`src/rtl/recovery_rx_framer_if.sv`:
```
// Byte-stream, payload, PEC-engine and status signals of recovery_rx_framer.
// slave: the framer side; master: the surrounding target/PEC/CSR logic.
interface recovery_rx_framer_if;
   logic [6:0]  addr_i;
   logic        rx_start_i;
   logic        rx_stop_i;
   logic        rx_valid_i;
   logic [7:0]  rx_data_i;
   logic        rx_ready_o;
   logic [7:0]  cmd_o;
   logic [15:0] len_o;
   logic        data_valid_o;
   logic [7:0]  data_o;
   logic        data_last_o;
   logic        data_ready_i;
   logic        pec_rst_no;
   logic        pec_valid_o;
   logic [7:0]  pec_dat_o;
   logic [7:0]  crc_i;
   logic        frame_done_o;
   logic        frame_ok_o;
   logic        err_pec_o;
   logic        err_len_o;

   modport slave (
      input  addr_i, rx_start_i, rx_stop_i, rx_valid_i, rx_data_i, data_ready_i, crc_i,
      output rx_ready_o, cmd_o, len_o, data_valid_o, data_o, data_last_o,
             pec_rst_no, pec_valid_o, pec_dat_o,
             frame_done_o, frame_ok_o, err_pec_o, err_len_o
   );

   modport master (
      output addr_i, rx_start_i, rx_stop_i, rx_valid_i, rx_data_i, data_ready_i, crc_i,
      input  rx_ready_o, cmd_o, len_o, data_valid_o, data_o, data_last_o,
             pec_rst_no, pec_valid_o, pec_dat_o,
             frame_done_o, frame_ok_o, err_pec_o, err_len_o
   );
endinterface

```
`src/rtl/recovery_rx_framer.sv`:
```
// SMBus/I3C recovery write-frame parser (CMD, LEN_L, LEN_H, payload, PEC) feeding an external CRC-8 PEC engine.
// Build option RECOVERY_RX_PEC_CHECK_EN: when defined, a non-zero PEC residue at stop raises err_pec_o.
module recovery_rx_framer #(
   parameter int unsigned MAX_LEN = 255
) (
   input  logic                clk_i,
   input  logic                rst_ni,
   recovery_rx_framer_if.slave bus
);

   typedef enum logic [3:0] {
      S_IDLE, S_CLR, S_ADDR, S_CMD, S_LENL, S_LENH, S_DATA, S_PEC, S_WSTOP, S_DRAIN
   } state_t;

   localparam logic [15:0] MaxLen = 16'(MAX_LEN);

   state_t      state_q, state_d;
   logic [7:0]  cmd_q, len_lo_q;
   logic [15:0] len_q, cnt_q, len_rx;
   logic        done_q, ok_q, err_pec_q, err_len_q;
   logic        rx_ready, accept, pec_bad;
   logic        pec_rst_n, pec_valid, data_valid;
   logic [7:0]  pec_dat;
   logic        end_frame, end_len, end_pec;

   assign len_rx = {bus.rx_data_i, len_lo_q};
   assign accept = bus.rx_valid_i && rx_ready;

`ifdef RECOVERY_RX_PEC_CHECK_EN
   assign pec_bad = (bus.crc_i != 8'h00);
`else
   logic unused_crc;
   assign unused_crc = ^bus.crc_i;
   assign pec_bad    = 1'b0;
`endif

   // NOTE: flops use non-blocking assignments so every register samples pre-edge values.
   always_ff @(posedge clk_i or negedge rst_ni) begin
      if (!rst_ni) state_q <= S_IDLE;
      else         state_q <= state_d;
   end

   always_comb begin
      // NOTE: every signal gets a default first, so no path leaves it unassigned (no latch).
      state_d   = state_q;
      end_frame = 1'b0;
      end_len   = 1'b0;
      end_pec   = 1'b0;
      if (bus.rx_start_i) begin
         // Repeated start cuts the frame short, except in WSTOP where the frame is complete.
         state_d = S_CLR;
         if (state_q == S_WSTOP) begin
            end_frame = 1'b1;
            end_pec   = pec_bad;
         end else if (state_q != S_IDLE) begin
            end_frame = 1'b1;
            end_len   = 1'b1;
         end
      end else begin
         case (state_q)
            S_IDLE: state_d = S_IDLE;
            S_WSTOP: begin
               if (bus.rx_stop_i) begin
                  state_d   = S_IDLE;
                  end_frame = 1'b1;
                  end_pec   = pec_bad;
               end else if (accept) begin
                  state_d = S_DRAIN;
               end
            end
            S_DRAIN: begin
               // Only a length error ever leads here, so the latched error is implied by the state.
               if (bus.rx_stop_i) begin
                  state_d   = S_IDLE;
                  end_frame = 1'b1;
                  end_len   = 1'b1;
               end
            end
            default: begin
               if (bus.rx_stop_i) begin
                  state_d   = S_IDLE;
                  end_frame = 1'b1;
                  end_len   = 1'b1;
               end else begin
                  case (state_q)
                     S_CLR:  state_d = S_ADDR;
                     S_ADDR: state_d = S_CMD;
                     S_CMD:  if (accept) state_d = S_LENL;
                     S_LENL: if (accept) state_d = S_LENH;
                     S_LENH: begin
                        if (accept) begin
                           if (len_rx > MaxLen)      state_d = S_DRAIN;
                           else if (len_rx == 16'd0) state_d = S_PEC;
                           else                      state_d = S_DATA;
                        end
                     end
                     S_DATA: if (accept && cnt_q == 16'd1) state_d = S_PEC;
                     S_PEC:  if (accept) state_d = S_WSTOP;
                     default: state_d = state_q;
                  endcase
               end
            end
         endcase
      end
   end

   always_comb begin
      rx_ready   = 1'b0;
      pec_rst_n  = 1'b1;
      pec_valid  = 1'b0;
      pec_dat    = bus.rx_data_i;
      data_valid = 1'b0;
      case (state_q)
         S_CLR:  pec_rst_n = 1'b0;
         S_ADDR: begin
            pec_valid = 1'b1;
            pec_dat   = {bus.addr_i, 1'b0};
         end
         S_CMD, S_LENL, S_LENH, S_PEC: begin
            rx_ready  = !bus.rx_start_i;
            pec_valid = bus.rx_valid_i && !bus.rx_start_i;
         end
         S_WSTOP, S_DRAIN: rx_ready = !bus.rx_start_i;
         S_DATA: begin
            rx_ready   = bus.data_ready_i && !bus.rx_start_i;
            data_valid = bus.rx_valid_i && !bus.rx_start_i;
            pec_valid  = bus.rx_valid_i && bus.data_ready_i && !bus.rx_start_i;
         end
         default: rx_ready = 1'b0;
      endcase
   end

   always_ff @(posedge clk_i or negedge rst_ni) begin
      if (!rst_ni) begin
         cmd_q     <= 8'h00;
         len_lo_q  <= 8'h00;
         len_q     <= 16'h0000;
         cnt_q     <= 16'h0000;
         done_q    <= 1'b0;
         ok_q      <= 1'b0;
         err_pec_q <= 1'b0;
         err_len_q <= 1'b0;
      end else begin
         done_q    <= end_frame;
         ok_q      <= end_frame && !end_len && !end_pec;
         err_pec_q <= end_pec;
         err_len_q <= end_len;
         if (accept) begin
            case (state_q)
               S_CMD:  cmd_q    <= bus.rx_data_i;
               S_LENL: len_lo_q <= bus.rx_data_i;
               S_LENH: begin
                  len_q <= len_rx;
                  cnt_q <= len_rx;
               end
               S_DATA: cnt_q <= cnt_q - 16'd1;
               default: cnt_q <= cnt_q;
            endcase
         end
      end
   end

   assign bus.rx_ready_o   = rx_ready;
   assign bus.cmd_o        = cmd_q;
   assign bus.len_o        = len_q;
   assign bus.data_valid_o = data_valid;
   assign bus.data_o       = bus.rx_data_i;
   assign bus.data_last_o  = (state_q == S_DATA) && (cnt_q == 16'd1);
   assign bus.pec_rst_no   = pec_rst_n;
   assign bus.pec_valid_o  = pec_valid;
   assign bus.pec_dat_o    = pec_dat;
   assign bus.frame_done_o = done_q;
   assign bus.frame_ok_o   = ok_q;
   assign bus.err_pec_o    = err_pec_q;
   assign bus.err_len_o    = err_len_q;

endmodule

```
`src/flat_wrapper.sv`:
```
// flat-port wrapper written by rule: the top's interface ports become plain ports
module recovery_rx_framer_flat 
#(
   parameter int unsigned MAX_LEN = 255
)
  (clk_i, rst_ni, bus_addr_i, bus_rx_start_i, bus_rx_stop_i, bus_rx_valid_i, bus_rx_data_i, bus_data_ready_i, bus_crc_i, bus_rx_ready_o, bus_cmd_o, bus_len_o, bus_data_valid_o, bus_data_o, bus_data_last_o, bus_pec_rst_no, bus_pec_valid_o, bus_pec_dat_o, bus_frame_done_o, bus_frame_ok_o, bus_err_pec_o, bus_err_len_o);
  recovery_rx_framer_if bus_i ();
  input  logic clk_i;
  input  logic rst_ni;
  input wire logic [$bits(bus_i.addr_i)-1:0] bus_addr_i;
  input wire logic [$bits(bus_i.rx_start_i)-1:0] bus_rx_start_i;
  input wire logic [$bits(bus_i.rx_stop_i)-1:0] bus_rx_stop_i;
  input wire logic [$bits(bus_i.rx_valid_i)-1:0] bus_rx_valid_i;
  input wire logic [$bits(bus_i.rx_data_i)-1:0] bus_rx_data_i;
  input wire logic [$bits(bus_i.data_ready_i)-1:0] bus_data_ready_i;
  input wire logic [$bits(bus_i.crc_i)-1:0] bus_crc_i;
  output wire logic [$bits(bus_i.rx_ready_o)-1:0] bus_rx_ready_o;
  output wire logic [$bits(bus_i.cmd_o)-1:0] bus_cmd_o;
  output wire logic [$bits(bus_i.len_o)-1:0] bus_len_o;
  output wire logic [$bits(bus_i.data_valid_o)-1:0] bus_data_valid_o;
  output wire logic [$bits(bus_i.data_o)-1:0] bus_data_o;
  output wire logic [$bits(bus_i.data_last_o)-1:0] bus_data_last_o;
  output wire logic [$bits(bus_i.pec_rst_no)-1:0] bus_pec_rst_no;
  output wire logic [$bits(bus_i.pec_valid_o)-1:0] bus_pec_valid_o;
  output wire logic [$bits(bus_i.pec_dat_o)-1:0] bus_pec_dat_o;
  output wire logic [$bits(bus_i.frame_done_o)-1:0] bus_frame_done_o;
  output wire logic [$bits(bus_i.frame_ok_o)-1:0] bus_frame_ok_o;
  output wire logic [$bits(bus_i.err_pec_o)-1:0] bus_err_pec_o;
  output wire logic [$bits(bus_i.err_len_o)-1:0] bus_err_len_o;
  assign bus_i.addr_i = bus_addr_i;
  assign bus_i.rx_start_i = bus_rx_start_i;
  assign bus_i.rx_stop_i = bus_rx_stop_i;
  assign bus_i.rx_valid_i = bus_rx_valid_i;
  assign bus_i.rx_data_i = bus_rx_data_i;
  assign bus_i.data_ready_i = bus_data_ready_i;
  assign bus_i.crc_i = bus_crc_i;
  assign bus_rx_ready_o = bus_i.rx_ready_o;
  assign bus_cmd_o = bus_i.cmd_o;
  assign bus_len_o = bus_i.len_o;
  assign bus_data_valid_o = bus_i.data_valid_o;
  assign bus_data_o = bus_i.data_o;
  assign bus_data_last_o = bus_i.data_last_o;
  assign bus_pec_rst_no = bus_i.pec_rst_no;
  assign bus_pec_valid_o = bus_i.pec_valid_o;
  assign bus_pec_dat_o = bus_i.pec_dat_o;
  assign bus_frame_done_o = bus_i.frame_done_o;
  assign bus_frame_ok_o = bus_i.frame_ok_o;
  assign bus_err_pec_o = bus_i.err_pec_o;
  assign bus_err_len_o = bus_i.err_len_o;
  recovery_rx_framer #(.MAX_LEN(MAX_LEN)) u_core (.clk_i(clk_i), .rst_ni(rst_ni), .bus(bus_i));
endmodule
```
`config.mk`:
```
export PLATFORM = sky130hd
export DESIGN_NAME = recovery_rx_framer_flat
export DESIGN_NICKNAME = d
export VERILOG_FILES = /design/src/rtl/recovery_rx_framer_if.sv /design/src/rtl/recovery_rx_framer.sv /design/src/flat_wrapper.sv
export SDC_FILE = /design/constraint.sdc
export NUM_CORES = 1
export LEC_CHECK = 0
export ABC_AREA = 1
export CORE_UTILIZATION = 40
export DETAILED_ROUTE_END_ITERATION = 6
export PLACE_DENSITY_LB_ADDON = 0.1
export SETUP_SLACK_MARGIN = 0.4
export SLEW_MARGIN = 10
export SYNTH_ARGS = -nofsm -noshare
export SYNTH_HDL_FRONTEND = slang
export SYNTH_SLANG_ARGS = --single-unit
```
`constraint.sdc`:
```
create_clock -name clk_i -period 2.15 [get_ports clk_i]
set_clock_uncertainty 0.15 [all_clocks]
set_input_delay 0.43 -clock clk_i [delete_from_list [all_inputs] [get_ports clk_i]]
set_output_delay 0.43 -clock clk_i [all_outputs]
set_load 0.01 [all_outputs]
```
### Word level (Yosys, flattened, before mapping)

Index checks and enable logic that the tools add are counted.

| operators by class | value |
|---|---|
| add/sub/neg operators | 1 |
| magnitude comparators | 1 |
| equal/unequal tests | 17 |
| multiplexer cells | 28 |
| reduce and logical (&&, ||, !) cells | 23 |

Operators by type and width:

| kind | count |
|---|---|
| 2-to-1 mux 4 bit | 11 |
| case mux 16 bit (2 select lines) | 1 |
| case mux 4 bit (7 select lines) | 1 |
| inequality test 5 x 4 -> 1 bit (second input constant) | 4 |
| equality test 16 x 1 -> 1 bit (second input constant) | 1 |
| equality test 4 x 3 -> 1 bit (second input constant) | 4 |
| greater-than comparator 16 x 8 -> 1 bit (second input constant) | 1 |
| zero test 16 bit | 1 |
| subtractor 16 x 1 -> 16 bit (second input constant) | 1 |
| case mux 4 bit (3 select lines) | 1 |
| 2-to-1 mux 1 bit | 11 |
| nonzero test 11 bit | 1 |
| equality test 4 x 2 -> 1 bit (second input constant) | 2 |
| equality test 4 bit (second input constant) | 2 |
| logical AND 1 bit | 8 |
| 2-to-1 mux 8 bit | 1 |
| AND reduction 2 bit | 4 |
| AND reduction 8 bit | 1 |
| inequality test 6 x 4 -> 1 bit (second input constant) | 1 |
| OR reduction 6 bit | 1 |
| equality test 4 x 1 -> 1 bit (second input constant) | 1 |
| zero test 4 bit | 1 |
| inequality test 4 x 3 -> 1 bit (second input constant) | 1 |
| nonzero test 4 bit | 1 |
| 7 further kinds | 8 |

| word-level totals | value |
|---|---|
| register bits after elaboration | 55 |
| bits of input ports | 29 |
| output and inout port bits | 49 |
| logic and storage cells | 78 |

### Depth between registers and ports, before layout

| depth | value |
|---|---|
| depth in word-level cells | 10 |
| gate-level depth with buffers | 14 |
| gate-level depth less buffers | 14 |

### Worst setup path before layout

OpenSTA, ideal clock, no wires.

| path | value |
|---|---|
| path kind | register to output |
| start point | register u_core.state_q[1] |
| end point | output port bus_pec_valid_o |
| data arrival time | 1.352 ns |
| data required time | 1.570 ns |
| setup slack | 0.218 ns |
| cell stages (with the launch flop) | 10 |
| path buffers | 0 |
| cell sequence | dfrtp_1 -> nor2_2 -> nand2_2 -> nor2_2 -> inv_2 -> nand2_4 -> nor2_4 -> nor2_8 -> nand2_1 -> o211ai_1 |

| between the ends | value |
|---|---|
| cells in the longest elaborated chain, start to end | 3 |
| elaborated cells on any way between the ends | 8 |
| those cells by class | eq/ne (6); mux (1); reduce/logical (1) |

Ends and longest elaborated chain:

| element | line | text |
|---|---|---|
| from (decl) | recovery_rx_framer.sv:17 | `state_t state_q, state_d;` |
| from (signal assigned) | recovery_rx_framer.sv:40 | `else state_q <= state_d;` |
| equality test 4 x 2 -> 1 bit / equality test 4 x 3 -> 1 bit (equally long branches) | recovery_rx_framer.sv:113 | `case (state_q)` |
| OR reduction 4 bit | recovery_rx_framer.sv:113 |  |
| case mux 1 bit (3 select lines) * | recovery_rx_framer.sv:113 |  |
| to (decl) | flat_wrapper.sv:24 | `output wire logic [$bits(bus_i.pec_valid_o)-1:0] bus_pec_valid_o;` |

Every way passes the cells marked *; elsewhere a longest branch is shown, timed or not.

### Worst setup path after layout

Ends and elaborated chain as after synthesis.

==> results.yml <==
cts:
  cts_sinks: 55
  root_buffer: "clkbuf_8"
  clockBufferDepth: 2
  h-tree-depth: 2
  cts_buffers: 5
  clk_pin_slew_ns: 0.10
  cts_tree: "yes"
  clk-insertion-delay-late_ns: 0.31
yosys:
  syn-num-nets: 440
  synth_area_um2: 3110
  synth_edf_count: 0
  syn_avg_cell_area_um2: 7.61
  yosysMostFrequentCell: "nand2_1"
  yosysSeqAreaShare: 0.442
  synth_cell_types: 35
  ys_top_cells_by_area: "dfrtp_1, nand2_1, o21ai_0"
  ys_ff_latch: 55
  netlist_instances: 409
  ys.flop_type: "dfrtp_1"
  yosys_warnings: 0
  synth_top_cell_by_area: "dfrtp_1"
  synth_common_cells: "nand2_1, dfrtp_1, o21ai_0"
  synthArstFlopShare: 1.00
  synth_top_area_share: 0.442
die:
  dieHeight_um: 90.2
  core-area_um2: 7370
  start_util: 0.422
  rows: 31
  dieWidth_um: 90.2
  ioPinCount: 78
  die-area_um2: 8130
layout:
  postLayoutCellArea_um2: 5170
  area_delta_synth_final_pct: 66.3
  fin_nets: 601
  utilization: 0.702
  diodes: 0
  drive_above_1_share: 0.387
  post_layout_nonfiller_instances: 670
power:
  finalPower_mw: 2.30
  vdd.ir_drop.worst_mv: 0.263
  power.leakage_nw: 2.65
  powerDensity_nw_per_um2: 445
sta:
  rsz0062_at_grt: "yes"
  fmax_mhz: 431
  hold_viol: 0
  min_period_ns: 2.32
  setup_ws_ns: -0.173
  period_share: 1.08
  slew_viol_final: 0
  final-setup-viol-count: 17
min_path:
  min-delay-start: "u_core.bus.len_o[3]"
  holdPathEnd: "u_core.bus.len_o[3]"
  hold_depth: 2
  hp-class: "reg2reg"
critical_path:
  cp_data_required_time_ns: 1.57
  worst_setup_path_end_kind: "output port"
  reg2reg_from: "u_core.state_q[1]"
  startpoint_type: "flop"
  r2r_cells: 15
  r2r-end: "u_core.cnt_q[13]"
  critical_path_class: "reg2out"
  setup.worst_path.start: "u_core.state_q[1]"
  rrSetupSlack_ns: -0.04
  crit_fanout: 5
  arrival_ns: 1.74
detailed_routing:
  wirelength_met1_um: 4640
  routed_wl_um: 10400
  vias_per_cell: 4.93
  drc_errors: 0
  wl_met2_um: 4910
  dr.first_iter.drc_count: 193
  wl_met3_um: 719
  first_pass_iters: 5
  via_count: 3300
  ant_nets: 0
  highest_layer: "met4"
  avgRoutedWirePerCell_um: 15.6
placed_design:
  gp_congestion: 0.904
  place_area_um2: 4320
  io_buffers: 68
  post-place-ws_ns: -0.378
  placed_cells: 618
  post-dp-hpwl_um: 6650
global_routing:
  grt_pass1_wl_um: 16500
  grt_max_degree: 56
  grt_overflow: 0
  grtUsageTotal: 0.253
  grt_pass1_vias: 3143
  antenna_found_initial: 0
job:
  cap_violations: 0
outcome:
  status: "finished with violations"
  violations: "negative setup slack"
-- sequential cells by signal (all words and copies together) (netlist names) --
| register | cells |
|---|---|
| u_core.state_q | 4 |
| u_core.cnt_q | 16 |
| u_core.bus.cmd_o | 8 |
| u_core.len_lo_q | 8 |
| u_core.bus.err_len_o | 1 |
| u_core.bus.frame_done_o | 1 |
| u_core.bus.len_o | 16 |
| u_core.bus.frame_ok_o | 1 |
-- cells in the final DEF, fill, tap and decap left out, drive strengths merged --
master         Yosys  final
ha                 2      2
dlygate4sd3        0      1
inv               43     44
a22oi              1      1
nand3             20     21
xor2               2      2
dlygate4sd2        0     35
dfrtp             55     55
a31oi              1      1
a21oi              8      8
clkdlybuf4s50      0     12
xnor2              5      5
clkbuf             4      6
clkdlybuf4s15      0      6
nor3               4      4
o21bai             1      1
conb               1      1
o211ai             1      1
o21ai             66     67
nand2            129    129
bufinv             0      1
nor2              42     42
buf               17    117
nand4              7      7
clkinv             0      2
-- kinds of logic after synthesis --
group           Yosys count  synth area share
xor+xnor                  7            0.0197
compound gates           78             0.138
simple gates            202             0.290
flops                    55             0.442
other cells               1           0.00121
fa+ha+maj                 2           0.00804
buf+inv                  64             0.101
-- where the power goes --
part	switching, mW	internal, mW
logic	0.246	0.238
registers	0.0254	1.07
clock network	0.365	0.354
-- stage by stage --
step / TNS (ns) / hold slack (ns)
after CTS: -1.11 / 0.349
final: -1.28 / 0.341
after floorplan: 0 / -0.0156
after detailed placement: -2.68 / 0.307
after global placement: -2.63 / 0.304
after global routing: -5.23 / 0.367
-- critical path: stages (launching register included) --
cell and delay [ns]:
dfrtp_2 0.44, buf_12 0.14, nand2_1 0.06, inv_2 0.04, nand2_2 0.07, nand2_2 0.07
inv_2 0.08, nand2_4 0.06, nor2_4 0.16, nor2_8 0.04, nand2_1 0.05, o211ai_1 0.07
buf_2 0.15
-- how the worst max path moves through the flow --
stage / end / slack [ns] / cells past startpoint
final: bus_pec_valid_o / -0.17 / 12
after global routing: bus_pec_valid_o / -0.30 / 11
after CTS: bus_pec_valid_o / -0.18 / 11
after detailed placement: bus_pec_valid_o / -0.38 / 7
after global placement: bus_pec_valid_o / -0.35 / 7
after floorplan: bus_pec_valid_o / 0.30 / 10
-- layout make-up --
class / count / area, µm²
fill: 576 / 2200
multi-input combinational: 292 / 1710
timing repair buffer: 172 / 1660
sequential: 55 / 1380
inverter: 43 / 174
tap: 99 / 124
clock buffer: 5 / 68.8
clock inverter: 3 / 47.5
timing repair inverter: 1 / 8.76
-- metal layers --
layer,vias up,GRT usage
met5,-,0
met4,0,0.0524
met3,13,0.0482
met2,93,0.412
met1,1564,0.351
li1,1630,-
-- what timing repair did --
action                                  in CTS  in global routing
pin swaps                                   10                 16
setup buffers                               19                 15
gates resized for setup                    187                 51
hold buffers                                 1                  0
endpoints found under the setup margin     100                 65
gates cloned                                 8                  1
hold endpoints to repair                    55                  0
No activity file was read; power rests on OpenSTA's default activity.
